$ cat src/rtl/ex_pkg.sv
// rtl/ex_pkg.sv - shared constants and state type for the execute stage.
package ex_pkg;

   localparam int MUL_CYCLES = 8;
   localparam int PC_W       = 32;

   localparam logic [1:0] ALUOP_ADD   = 2'b00;
   localparam logic [1:0] ALUOP_SUB   = 2'b01;
   localparam logic [1:0] ALUOP_RTYPE = 2'b10;

   localparam logic [5:0] FUNCT_ADD  = 6'h20;
   localparam logic [5:0] FUNCT_SUB  = 6'h22;
   localparam logic [5:0] FUNCT_AND  = 6'h24;
   localparam logic [5:0] FUNCT_OR   = 6'h25;
   localparam logic [5:0] FUNCT_SLT  = 6'h2A;
   localparam logic [5:0] FUNCT_MULT = 6'h18;

   typedef enum logic [1:0] {
      ST_IDLE     = 2'd0,
      ST_MUL_BUSY = 2'd1,
      ST_MUL_DONE = 2'd2
   } ex_state_e;

endpackage

$ cat src/rtl/ex_mul8.sv
// rtl/ex_mul8.sv - iterative shift-add multiplier, one multiplier bit per cycle.
module ex_mul8
   import ex_pkg::*;
(
   input  logic       clk,
   input  logic       rst,
   input  logic       start_i,
   input  logic [7:0] a_i,
   input  logic [7:0] b_i,
   output logic       busy_o,
   output logic       done_o,
   output logic [7:0] product_o
);

   logic [7:0] mcand_q, mplier_q, acc_q;
   logic [2:0] cnt_q;
   logic       busy_q;

   // done_o marks the cycle doing the final iteration; acc_q is complete after it.
   assign done_o    = busy_q && (cnt_q == 3'(MUL_CYCLES - 1));
   assign busy_o    = busy_q;
   assign product_o = acc_q;

   always_ff @(posedge clk) begin
      if (rst) begin
         mcand_q  <= 8'h00;
         mplier_q <= 8'h00;
         acc_q    <= 8'h00;
         cnt_q    <= 3'd0;
         busy_q   <= 1'b0;
      end else if (start_i) begin
         mcand_q  <= a_i;
         mplier_q <= b_i;
         acc_q    <= 8'h00;
         cnt_q    <= 3'd0;
         busy_q   <= 1'b1;
      end else if (busy_q) begin
         if (mplier_q[cnt_q]) acc_q <= acc_q + (mcand_q << cnt_q);
         cnt_q <= cnt_q + 3'd1;
         if (done_o) busy_q <= 1'b0;
      end
   end

endmodule

$ cat src/rtl/ex_stage.sv
// rtl/ex_stage.sv - execute stage: ALU, branch/jump redirect, EX/MEM register.
// EX_MULT_EN enables the iterative multiplier, its FSM and the stall output.
module ex_stage
   import ex_pkg::*;
(
   input  logic            clk,
   input  logic            rst,
   input  logic [7:0]      EX_read_data1,
   input  logic [7:0]      EX_read_data2,
   input  logic [31:0]     EX_instruction,
   input  logic [PC_W-1:0] EX_pcplus4,
   input  logic [1:0]      EX_ALUOp,
   input  logic            EX_ALUSrc,
   input  logic            EX_RegDst,
   input  logic            EX_Branch,
   input  logic            EX_BranchFlip,
   input  logic            EX_Jump,
   input  logic            EX_MemRead,
   input  logic            EX_MemWrite,
   input  logic            EX_RegWrite,
   input  logic            EX_MemtoReg,
   output logic            ex_stall,
   output logic [7:0]      MEM_alu_result,
   output logic [7:0]      MEM_write_data,
   output logic [4:0]      MEM_write_reg,
   output logic            MEM_MemRead,
   output logic            MEM_MemWrite,
   output logic            MEM_RegWrite,
   output logic            MEM_MemtoReg,
   output logic            MEM_pc_redirect,
   output logic [PC_W-1:0] MEM_pc_target
);

   logic [5:0]      funct;
   logic [7:0]      alu_b, alu_res;
   logic            is_mult, zero, taken, redirect;
   logic [PC_W-1:0] br_target, j_target, target;
   logic [4:0]      wr;
   logic            unused_instr_bits;

   assign unused_instr_bits = ^{EX_instruction[31:26], EX_instruction[10:6]};

   assign funct   = EX_instruction[5:0];
   assign alu_b   = EX_ALUSrc ? EX_instruction[7:0] : EX_read_data2;
   assign is_mult = (EX_ALUOp == ALUOP_RTYPE) && (funct == FUNCT_MULT);

   always_comb begin
      alu_res = 8'h00;
      case (EX_ALUOp)
         ALUOP_SUB:   alu_res = EX_read_data1 - alu_b;
         ALUOP_RTYPE: begin
            case (funct)
               FUNCT_ADD: alu_res = EX_read_data1 + alu_b;
               FUNCT_SUB: alu_res = EX_read_data1 - alu_b;
               FUNCT_AND: alu_res = EX_read_data1 & alu_b;
               FUNCT_OR:  alu_res = EX_read_data1 | alu_b;
               FUNCT_SLT: alu_res = {7'b0, $signed(EX_read_data1) < $signed(alu_b)};
               default:   alu_res = 8'h00;
            endcase
         end
         default:     alu_res = EX_read_data1 + alu_b;
      endcase
   end

   assign zero      = (alu_res == 8'h00);
   assign taken     = EX_Branch & (zero ^ EX_BranchFlip);
   assign br_target = EX_pcplus4 + {{14{EX_instruction[15]}}, EX_instruction[15:0], 2'b00};
   assign j_target  = {EX_pcplus4[31:28], EX_instruction[25:0], 2'b00};
   assign target    = EX_Jump ? j_target : br_target;
   assign redirect  = ~is_mult & (EX_Jump | taken);
   assign wr        = EX_RegDst ? EX_instruction[15:11] : EX_instruction[20:16];

`ifdef EX_MULT_EN
   ex_state_e  state_q, state_d;
   logic       mul_start, mul_busy, mul_done;
   logic [7:0] mul_product;

   // The mult is still presented in MUL_DONE; the state check keeps it from restarting.
   assign mul_start = (state_q == ST_IDLE) && is_mult;
   assign ex_stall  = mul_start | mul_busy;

   ex_mul8 u_mul (
      .clk       (clk),
      .rst       (rst),
      .start_i   (mul_start),
      .a_i       (EX_read_data1),
      .b_i       (alu_b),
      .busy_o    (mul_busy),
      .done_o    (mul_done),
      .product_o (mul_product)
   );

   always_ff @(posedge clk) begin
      if (rst) state_q <= ST_IDLE;
      else     state_q <= state_d;
   end

   always_comb begin
      state_d = state_q;
      case (state_q)
         ST_IDLE:     if (is_mult) state_d = ST_MUL_BUSY;
         ST_MUL_BUSY: if (mul_done) state_d = ST_MUL_DONE;
         ST_MUL_DONE: state_d = ST_IDLE;
         default:     state_d = ST_IDLE;
      endcase
   end
`else
   assign ex_stall = 1'b0;
`endif

   logic [7:0]      res_d, wdata_d;
   logic [4:0]      wr_d;
   logic            memread_d, memwrite_d, regwrite_d, memtoreg_d, redirect_d;
   logic [PC_W-1:0] target_d;

   always_comb begin
      res_d      = alu_res;
      wdata_d    = EX_read_data2;
      wr_d       = wr;
      memread_d  = EX_MemRead;
      memwrite_d = EX_MemWrite;
      regwrite_d = EX_RegWrite;
      memtoreg_d = EX_MemtoReg;
      redirect_d = redirect;
      target_d   = target;
`ifdef EX_MULT_EN
      if (ex_stall) begin
         res_d      = 8'h00;
         wdata_d    = 8'h00;
         wr_d       = 5'd0;
         memread_d  = 1'b0;
         memwrite_d = 1'b0;
         regwrite_d = 1'b0;
         memtoreg_d = 1'b0;
         redirect_d = 1'b0;
         target_d   = '0;
      end else if (state_q == ST_MUL_DONE) begin
         res_d = mul_product;
      end
`else
      if (is_mult) regwrite_d = 1'b0;
`endif
   end

   always_ff @(posedge clk) begin
      if (rst) begin
         MEM_alu_result  <= 8'h00;
         MEM_write_data  <= 8'h00;
         MEM_write_reg   <= 5'd0;
         MEM_MemRead     <= 1'b0;
         MEM_MemWrite    <= 1'b0;
         MEM_RegWrite    <= 1'b0;
         MEM_MemtoReg    <= 1'b0;
         MEM_pc_redirect <= 1'b0;
         MEM_pc_target   <= '0;
      end else begin
         MEM_alu_result  <= res_d;
         MEM_write_data  <= wdata_d;
         MEM_write_reg   <= wr_d;
         MEM_MemRead     <= memread_d;
         MEM_MemWrite    <= memwrite_d;
         MEM_RegWrite    <= regwrite_d;
         MEM_MemtoReg    <= memtoreg_d;
         MEM_pc_redirect <= redirect_d;
         MEM_pc_target   <= target_d;
      end
   end

endmodule

$ cat config.mk
export PLATFORM = sky130hd
export DESIGN_NAME = ex_stage
export DESIGN_NICKNAME = d
export VERILOG_FILES = /design/src/rtl/ex_pkg.sv /design/src/rtl/ex_mul8.sv /design/src/rtl/ex_stage.sv
export SDC_FILE = /design/constraint.sdc
export NUM_CORES = 1
export LEC_CHECK = 0
export ABC_AREA = 1
export BUFFER_PORTS_ARGS = -buffer_cell sky130_fd_sc_hd__buf_2
export CORE_MARGIN = 1
export CORE_UTILIZATION = 50
export CTS_CLUSTER_SIZE = 14
export DETAILED_ROUTE_END_ITERATION = 16
export GPL_TIMING_DRIVEN = 0
export PLACE_DENSITY = 0.78
export SYNTH_ARGS = -nofsm -noshare
export SYNTH_HDL_FRONTEND = slang
export SYNTH_SLANG_ARGS = --single-unit
export TNS_END_PERCENT = 30
$ cat constraint.sdc
create_clock -name clk -period 5.15 [get_ports clk]
set_clock_uncertainty 0.15 [all_clocks]
set_input_delay 1.03 -clock clk [delete_from_list [all_inputs] [get_ports clk]]
set_output_delay 1.03 -clock clk [all_outputs]
set_load 0.01 [all_outputs]
# Word level (Yosys, flattened, before mapping)
# Cells that the tools add are included.
dict set report totals {
  latchBits 0
  rom_bits 0
  ramBits 0
  n_memories 0
  wordCells 38
  ff_bits 58
  inputBits 93
}
dict set report op_classes {
  bitwise 7
  eq_ne 8
  shifts 0
  div_mod_pow 0
  n_addsub 3
  n_mul 0
  muxes 5
  reduce_logical 4
  order_cmp 1
}
# cell n
set ops {}
lappend ops {{$pmux W8 S5} 1}
lappend ops {{$add A32 B32 Y32} 1}
lappend ops {{$mux W32} 1}
lappend ops {{$eq A6 B6 Y1 const B} 5}
lappend ops {{$pmux W8 S2} 1}
lappend ops {{$add A8 B8 Y8} 1}
lappend ops {{$and A8 B8 Y8} 1}
lappend ops {{$logic_not A8 Y1} 1}
lappend ops {{$lt A8 B8 Y1} 1}
lappend ops {{$mux W8} 1}
lappend ops {{$or A8 B8 Y8} 1}
lappend ops {{$sub A8 B8 Y8} 1}
lappend ops {{$eq A6 B5 Y1 const B} 1}
lappend ops {{$mux W5} 1}
lappend ops {{$reduce_or A2 Y1} 2}
lappend ops {{$and A1 B1 Y1} 2}
lappend ops {{$eq A2 B1 Y1 const B} 1}
lappend ops {{$eq A2 B2 Y1 const B} 1}
lappend ops {{$logic_and A1 B1 Y1} 1}
lappend ops {{$not A1 Y1} 1}
lappend ops {{$or A1 B1 Y1} 1}
lappend ops {{$xor A1 B1 Y1} 1}

# Depth between registers and ports, before layout
# Gate-level depths: netlist (run 1).
dict set report depth {
  ltp_word 9
  depth_mapped 21
  ltp_nobuf 21
}

# Least setup slack after synthesis (run 1)
# Ideal clock, no wire load.
dict set report synth_timing {
  path_kind {input to register}
  from {input port EX_ALUSrc}
  to {register MEM_pc_redirect}
  required_ps 4873
  setup_slack_ps 1842
  stages 20
  path_buffers 1
  setup_ps 127
  t_arrival_ps 3031
  path_cell_list {clkbuf_1 -> nand2_1 -> o21ai_0 -> inv_1 -> ha_1 -> fa_1 -> inv_1 -> nand3_1 -> nand3_1 -> nand2_1 -> nand2_1 -> nand2_1 -> nand2_1 -> nand2_1 -> nand2_1 -> nand3_1 -> nor2_1 -> nand3_1 -> nand3_2 -> a21oi_2}
}
dict set report synth_via {
  elab_chain_len 9
  elab_cells_between_ends 13
}
# item line
set synth_rtl {}
lappend synth_rtl {{start: declaration} ex_stage.sv:13} ;# input logic EX_ALUSrc,
lappend synth_rtl {{$mux W8 *} ex_stage.sv:44} ;# assign alu_b = EX_ALUSrc ? EX_instruction[7:0] : EX_read_data2;
lappend synth_rtl {{$sub A8 B8 Y8 (tied with other cells)} {ex_stage.sv:50, ex_stage.sv:54}}
lappend synth_rtl {{$pmux W8 S5} ex_stage.sv:52} ;# case (funct)
lappend synth_rtl {{$pmux W8 S2 *} ex_stage.sv:49} ;# case (EX_ALUOp)
lappend synth_rtl {{$logic_not A8 Y1 *} ex_stage.sv:65} ;# assign zero = (alu_res == 8'h00);
lappend synth_rtl {{$xor A1 B1 Y1 *} ex_stage.sv:66} ;# assign taken = EX_Branch & (zero ^ EX_BranchFlip);
lappend synth_rtl {{$and A1 B1 Y1 *} ex_stage.sv:66}
lappend synth_rtl {{$or A1 B1 Y1 *} ex_stage.sv:70} ;# assign redirect = ~is_mult & (EX_Jump | taken);
lappend synth_rtl {{$and A1 B1 Y1 *} ex_stage.sv:70}
lappend synth_rtl {{end signal: assignment} ex_stage.sv:164} ;# MEM_pc_redirect <= redirect_d;
lappend synth_rtl {{end: declaration} ex_stage.sv:30} ;# output logic MEM_pc_redirect,
# Every way passes the cells marked *; elsewhere a longest branch is shown, timed or not.
# A chain may end at the register's enable or synchronous reset.

# Worst setup path after layout (run 1)
# Same ends and word-level chain as after synthesis.

==> results by group, run 1 <==
Status
  – Outcome: complete, no violations

Timing
  – Slew HR: 0.564
  – Final Max Slew Viols: 0
  – Ratio of final minimum period to clock period: 0.742
  – Fin crit period: 3.82 ns
  – Final hold viol count: 0
  – RSZ-0062 raised after global routing: no
  – Final setup fails: 0
  – Sum of negative setup slack: 0 ns
  – Max frequency: 0.262 GHz
  – Worst-Margin Slew: 0.653 ns

Finish
  – Final core occ: 0.637
  – Share of cells above drive strength 1: 0.223
  – Layout Nets: 1,103
  – Most common cell after layout, fill and taps aside: nand2_1
  – Max reg flops: 32
  – Largest regs: MEM_pc_target: 32 flops, MEM_alu_result: 8 flops, MEM_write_data: 8 flops
  – Most flop-heavy register: MEM_pc_target
  – Area growth syn-to-layout: 22.0%
  – Most frequent cells in the layout: 148 x nand2_1, 144 x buf_2, 124 x inv_1

Clock network
  – Post-CTS Setup Inserts: 0
  – Hold_buf cts: 0
  – CTS root buffer: clkbuf_8
  – H-tree levels: 3
  – CTS max path bufs: 2
  – CTS tree: yes
  – Worst-path clk slew: 0.08 ns
  – Total CTS buffers: 9
  – TritonCTS Sinks: 58
  – Resized cells post-CTS: 0

Setup path
  – Startpoint Class: primary input
  – Worst setup EP type: register
  – Critical Path RT: 5.28 ns
  – Critical path arrival: 3.95 ns
  – Kind of critical path: in2reg
  – CP max FO: 10

Worst hold path
  – Hold Crit Start: EX_MemtoReg
  – Hold Path End: MEM_MemtoReg
  – Hold Path Class: in2reg
  – Hold path depth: 3

Yosys
  – Post-synth EDFFs: 0
  – Main flop type after synthesis: dfxtp_1
  – Mapped Area: 5170 um^2
  – Synth Register Bits: 58
  – Asr flop ratio synth: 0
  – Post-synthesis sequential area ratio: 0.224
  – Yosys warning count: 0
  – Synth cell types: 52
  – Syn_nets: 948
  – Post-synthesis area per instance: 6.51 um^2
  – Post-Syn Instances: 795

Floorplan
  – Starting Density: 0.522
  – Site Rows: 36
  – Core area: 9910 um^2
  – Ports: 152
  – Die width: 104 um
  – Chip height: 104 um
  – Die area: 10,800 um^2

Detailed routing
  – WL/cell: 15.0 um
  – Drt initial violations: 331
  – Drt drc: 0
  – Total Wirelength: 16.3 mm
  – Vias/cell: 5.24
  – Antenna-violating nets left: 0
  – Via count: 5,706
  – Pre-antenna DRT Iters: 5

GRT
  – First-pass GRT wire length: 26.1 mm
  – Initial antenna violation count: 1
  – All-Layer GR Usage: 0.306
  – Total gr overflow: 0
  – Largest net degree at the start of global routing: 18
  – Vias in the first global route: 5,346

Power
  – Max VDD drop: 0.000190 V
  – Pwr per Cell Area: 254 nW/um^2
  – Leak: 0.00354 uW

Place
  – Port buffer count: 144
  – Placer Congestion: 0.992
  – Detail Placement HPWL: 13.4 mm

Job
  – Max Cap Viol: 0
## logic make-up (layout without fill, tap and decap cells)
| kind of cell | count (synthesis) | in the layout | share of synthesized area |
|---|---|---|---|
| AOI/OAI and AO/OA | 155 | 155 | 0.179 |
| buffers and inverters | 155 | 315 | 0.115 |
| DFF | 58 | 58 | 0.224 |
| adders and majority gates | 60 | 60 | 0.149 |
| xor gates and xnor gates | 20 | 20 | 0.0338 |
| other | 1 | 2 | 0.000725 |
| and+or+nand+nor | 346 | 346 | 0.297 |
## metal layers
layer  GRT usage  share of wire  vias to the layer above
met2       0.536           0.48                      233
met5           0              0                        -
li1            -              -                     2877
met1       0.366           0.42                     2544
met4       0.152          0.044                        0
met3      0.0409          0.058                       52
## Yosys cell counts, types with 2 or more instances
master	instances	area [um^2]
xor2_1	12	105
a21oi_1	47	235
nand3_2	4	40.0
o211ai_1	4	30.0
and2_1	2	12.5
a21boi_2	2	22.5
nor2_4	2	22.5
a21oi_2	6	52.6
nor3_1	5	25.0
inv_2	13	48.8
nand2_2	5	31.3
o21bai_1	5	37.5
a221oi_1	2	17.5
or2_1	2	12.5
a21o_1	9	67.6
nor3b_1	2	15.0
ha_1	57	713
dfxtp_1	58	1160
nand4_1	11	68.8
nand3_1	54	270
nand3b_1	4	30.0
o21ai_2	4	35.0
fa_1	3	60.1
o21a_1	4	30.0
nor2_2	7	43.8
a31oi_1	6	37.5
clkbuf_1	11	41.3
inv_1	124	465
buf_4	2	15.0
clkinv_1	3	11.3
o21ai_1	9	45.0
nand2_1	148	556
o21ai_0	48	240
nor2_1	94	353
xnor2_1	8	70.1
a211oi_1	2	15.0
## cell type report
type / count / area [um^2]
plain buffers: 15 / 71.3
well taps: 133 / 166
inverters: 140 / 526
multi-input cells: 582 / 3420
clock inverters: 7 / 125
flip-flops and latches: 58 / 1160
fillers: 998 / 3600
clock buffers: 9 / 124
diodes: 1 / 2.50
repair buffers: 144 / 721
## power by group
part	internal (uW)	switching (uW)
combinational	210	354
clock	326	220
sequential	487	9.67
## stage by stage
stage	instance area (um^2)	power [uW]	worst slack (ns)	std cells	hold WS [ns]
after CTS	6310	1610	1.42	1088	0.720
after global routing	6310	1700	0.941	1089	0.739
after global placement	6060	1060	1.11	1072	1.08
final	6310	1610	1.33	1089	0.733
after floorplan	5170	877	1.84	795	0.970
after detailed placement	6060	1060	1.07	1072	1.09
## critical path, stage by stage
cell	delay, ns
buf_2	0.16
clkbuf_1	0.41
nand2_1	0.16
o21ai_0	0.15
inv_1	0.10
ha_1	0.25
fa_1	0.42
inv_1	0.12
nand3_1	0.11
nand3_1	0.10
nand2_1	0.06
nand2_1	0.06
nand2_1	0.04
nand2_1	0.08
nand2_1	0.08
nand2_1	0.09
nand3_1	0.07
nor2_1	0.13
nand2_1	0.08
nand2_1	0.07
nand3_2	0.07
a21oi_2	0.11
## worst max path at each step
stage               startpoint         endpoint  slack, ns  cells after the start
global placement     EX_ALUSrc  MEM_pc_redirect       1.11                     21
floorplan            EX_ALUSrc  MEM_pc_redirect       1.84                     20
finish               EX_ALUSrc  MEM_pc_redirect       1.33                     22
detailed placement   EX_ALUSrc  MEM_pc_redirect       1.07                     21
CTS                  EX_ALUSrc  MEM_pc_redirect       1.42                     22
global route         EX_ALUSrc  MEM_pc_redirect       0.94                     22
(Power assumes the default switching activity.)
==> inputs of run 2 (changes only) <==
CORE_UTILIZATION = 48   (was 50)
clock period = 3.5 ns   (was 5.15 ns; I/O delays follow)
==> run 2 against run 1 <==
Net effect:
- via count up 0.79%
- combinational power grew 47%
- global-route usage decreased by 1.6 points
- critical path depth shrank 1
- hold slack worse by 0.34 ns
- total power grew 42%
==> results by group, run 2 (synthesis results as in run 1) <==
Status
  – Outcome: complete, no violations (unchanged)

Clock network
  – CTS tree: yes (unchanged)
  – Post-CTS Setup Inserts: 0 (unchanged)
  – Worst-path clk slew: 0.08 ns (about the same)
  – Hold_buf cts: 0 (unchanged)
  – CTS root buffer: clkbuf_8 (unchanged)
  – TritonCTS Sinks: 58 (unchanged)
  – Total CTS buffers: 9 (unchanged)
  – H-tree levels: 3 (unchanged)
  – Resized cells post-CTS: 0 (unchanged)
  – CTS max path bufs: 2 (unchanged)

Setup path
  – CP max FO: 10 (unchanged)
  – Critical path arrival: 3.28 ns (was 3.95 ns)
  – Worst setup path startpoint: EX_ALUSrc (unchanged)
  – Startpoint Class: primary input (unchanged)
  – Worst setup EP type: register (unchanged)
  – Critical Path RT: 3.58 ns (was 5.28 ns)
  – Worst Setup EP: MEM_pc_redirect (unchanged)
  – Kind of critical path: in2reg (unchanged)

Finish
  – Most frequent cells in the layout: 148 x nand2_1, 144 x buf_2, 124 x inv_1 (unchanged)
  – Layout Nets: 1,103 (unchanged)
  – Layout Cells excl Fill: 1,091 (was 1,089)
  – Final core occ: 0.607 (was 0.637)
  – Largest regs: MEM_pc_target: 32 flops, MEM_alu_result: 8 flops, MEM_write_data: 8 flops (unchanged)
  – Area growth syn-to-layout: 21.6% (was 22.0%)
  – Max reg flops: 32 (unchanged)
  – Ant. Diodes: 0 (was 1)
  – Most flop-heavy register: MEM_pc_target (unchanged)
  – Most common cell after layout, fill and taps aside: nand2_1 (unchanged)
  – Share of cells above drive strength 1: 0.224 (was 0.223)

GRT
  – Total gr overflow: 0 (unchanged)
  – First-pass GRT wire length: 25.6 mm (was 26.1 mm)
  – Vias in the first global route: 5,361 (was 5,346)
  – Initial antenna violation count: 0 (was 1)
  – All-Layer GR Usage: 0.290 (was 0.306)
  – Largest net degree at the start of global routing: 18 (unchanged)

Worst hold path
  – Hold Path Class: in2reg (unchanged)

Floorplan
  – Chip height: 106 um (was 104 um)
  – Core area: 10,400 um^2 (was 9910 um^2)
  – Starting Density: 0.499 (was 0.522)
  – Ports: 152 (unchanged)
  – Die width: 106 um (was 104 um)
  – Site Rows: 37 (was 36)
  – Die area: 11,200 um^2 (was 10,800 um^2)

Detailed routing
  – Pre-antenna DRT Iters: 5 (unchanged)
  – Via count: 5,751 (was 5,706)
  – Drt drc: 0 (unchanged)
  – Antenna-violating nets left: 0 (unchanged)
  – WL/cell: 14.6 um (was 15.0 um)
  – Drt initial violations: 377 (was 331)
  – Vias/cell: 5.27 (was 5.24)
  – Total Wirelength: 15.9 mm (was 16.3 mm)

Timing
  – RSZ-0062 raised after global routing: no (unchanged)
  – Final hold viol count: 0 (unchanged)
  – WHS: 0.396 ns (was 0.733 ns)
  – Fin crit period: 3.20 ns
  – Worst-Margin Slew: 0.622 ns (was 0.653 ns)
  – Slew HR: 0.585 (was 0.564)
  – Max frequency: 0.313 GHz
  – Final Max Slew Viols: 0 (unchanged)
  – Ratio of final minimum period to clock period: 0.914
  – Final setup fails: 0 (unchanged)

Place
  – Cells after DPL: 1,075 (was 1,072)
  – Detail Placement HPWL: 13.1 mm (was 13.4 mm)
  – Placer Congestion: 0.963 (was 0.992)
  – Port buffer count: 144 (unchanged)

Power
  – Overall Power: 2290 uW (was 1610 uW)
  – Pwr per Cell Area: 363 nW/um^2 (was 254 nW/um^2)
  – Max VDD drop: 0.000204 V (was 0.000190 V)
  – Leak: 0.00352 uW (was 0.00354 uW)

Job
  – Max Cap Viol: 0 (unchanged)
-- run 2: worst min path at each step --
stage                startpoint               end  slack [ns]  cells past startpoint
floorplan             EX_RegDst  MEM_write_reg[0]        0.64                      1
global placement    EX_MemtoReg      MEM_MemtoReg        0.75                      3
detailed placement  EX_MemtoReg      MEM_MemtoReg        0.76                      3
CTS                 EX_MemWrite      MEM_MemWrite        0.39                      3
global route        EX_MemWrite      MEM_MemWrite        0.42                      3
finish              EX_MemWrite      MEM_MemWrite        0.40                      3
-- run 2: where the power goes --
part           switching [uW]  total [uW]  internal [uW]
combinational             519         828            309
clock                     320         726            407
sequential               15.5         733            717
-- run 2: layout make-up --
class / instances / area (um^2)
fill: 1016 / 4080
sequential: 58 / 1160
buffer: 15 / 72.6
clock inverter: 7 / 101
inverter: 140 / 526
clock buffer: 9 / 124
timing repair buffer: 144 / 721
tap: 136 / 170
multi-input combinational: 582 / 3420
-- run 2: worst max-delay path, stage by stage --
cell and delay, ns:
buf_2 0.17, clkbuf_2 0.28, nand2_1 0.10, o21ai_0 0.11, inv_1 0.09, ha_1 0.22, fa_1 0.43, inv_1 0.11
nand3_1 0.12, nand3_1 0.10, nand2_1 0.07, nand2_1 0.06, nand2_1 0.04, nand2_1 0.08, nand2_1 0.06, nand2_1 0.09
nand3_1 0.07, nor2_1 0.13, nand3_1 0.11, nand3_2 0.09, a21oi_2 0.04
-- run 2: stage by stage --
stage               cell area, um^2  setup WS [ns]  TNS (ns)
floorplan                      5170          0.522         0
finish                         6290          0.301         0
global route                   6290         0.0873         0
CTS                            6290          0.159         0
detailed placement             6070         -0.208    -0.208
global placement               6070         -0.185    -0.185
-- run 2: routing by layer --
layer | global-route usage | share of wire | wire, um | vias up
li1 | - | - | - | 2886
met1 | 0.374 | 0.44 | 6980 | 2569
met2 | 0.494 | 0.46 | 7340 | 253
met3 | 0.0340 | 0.073 | 1170 | 43
met4 | 0.106 | 0.028 | 440 | 0
met5 | 0 | 0 | 0 | -
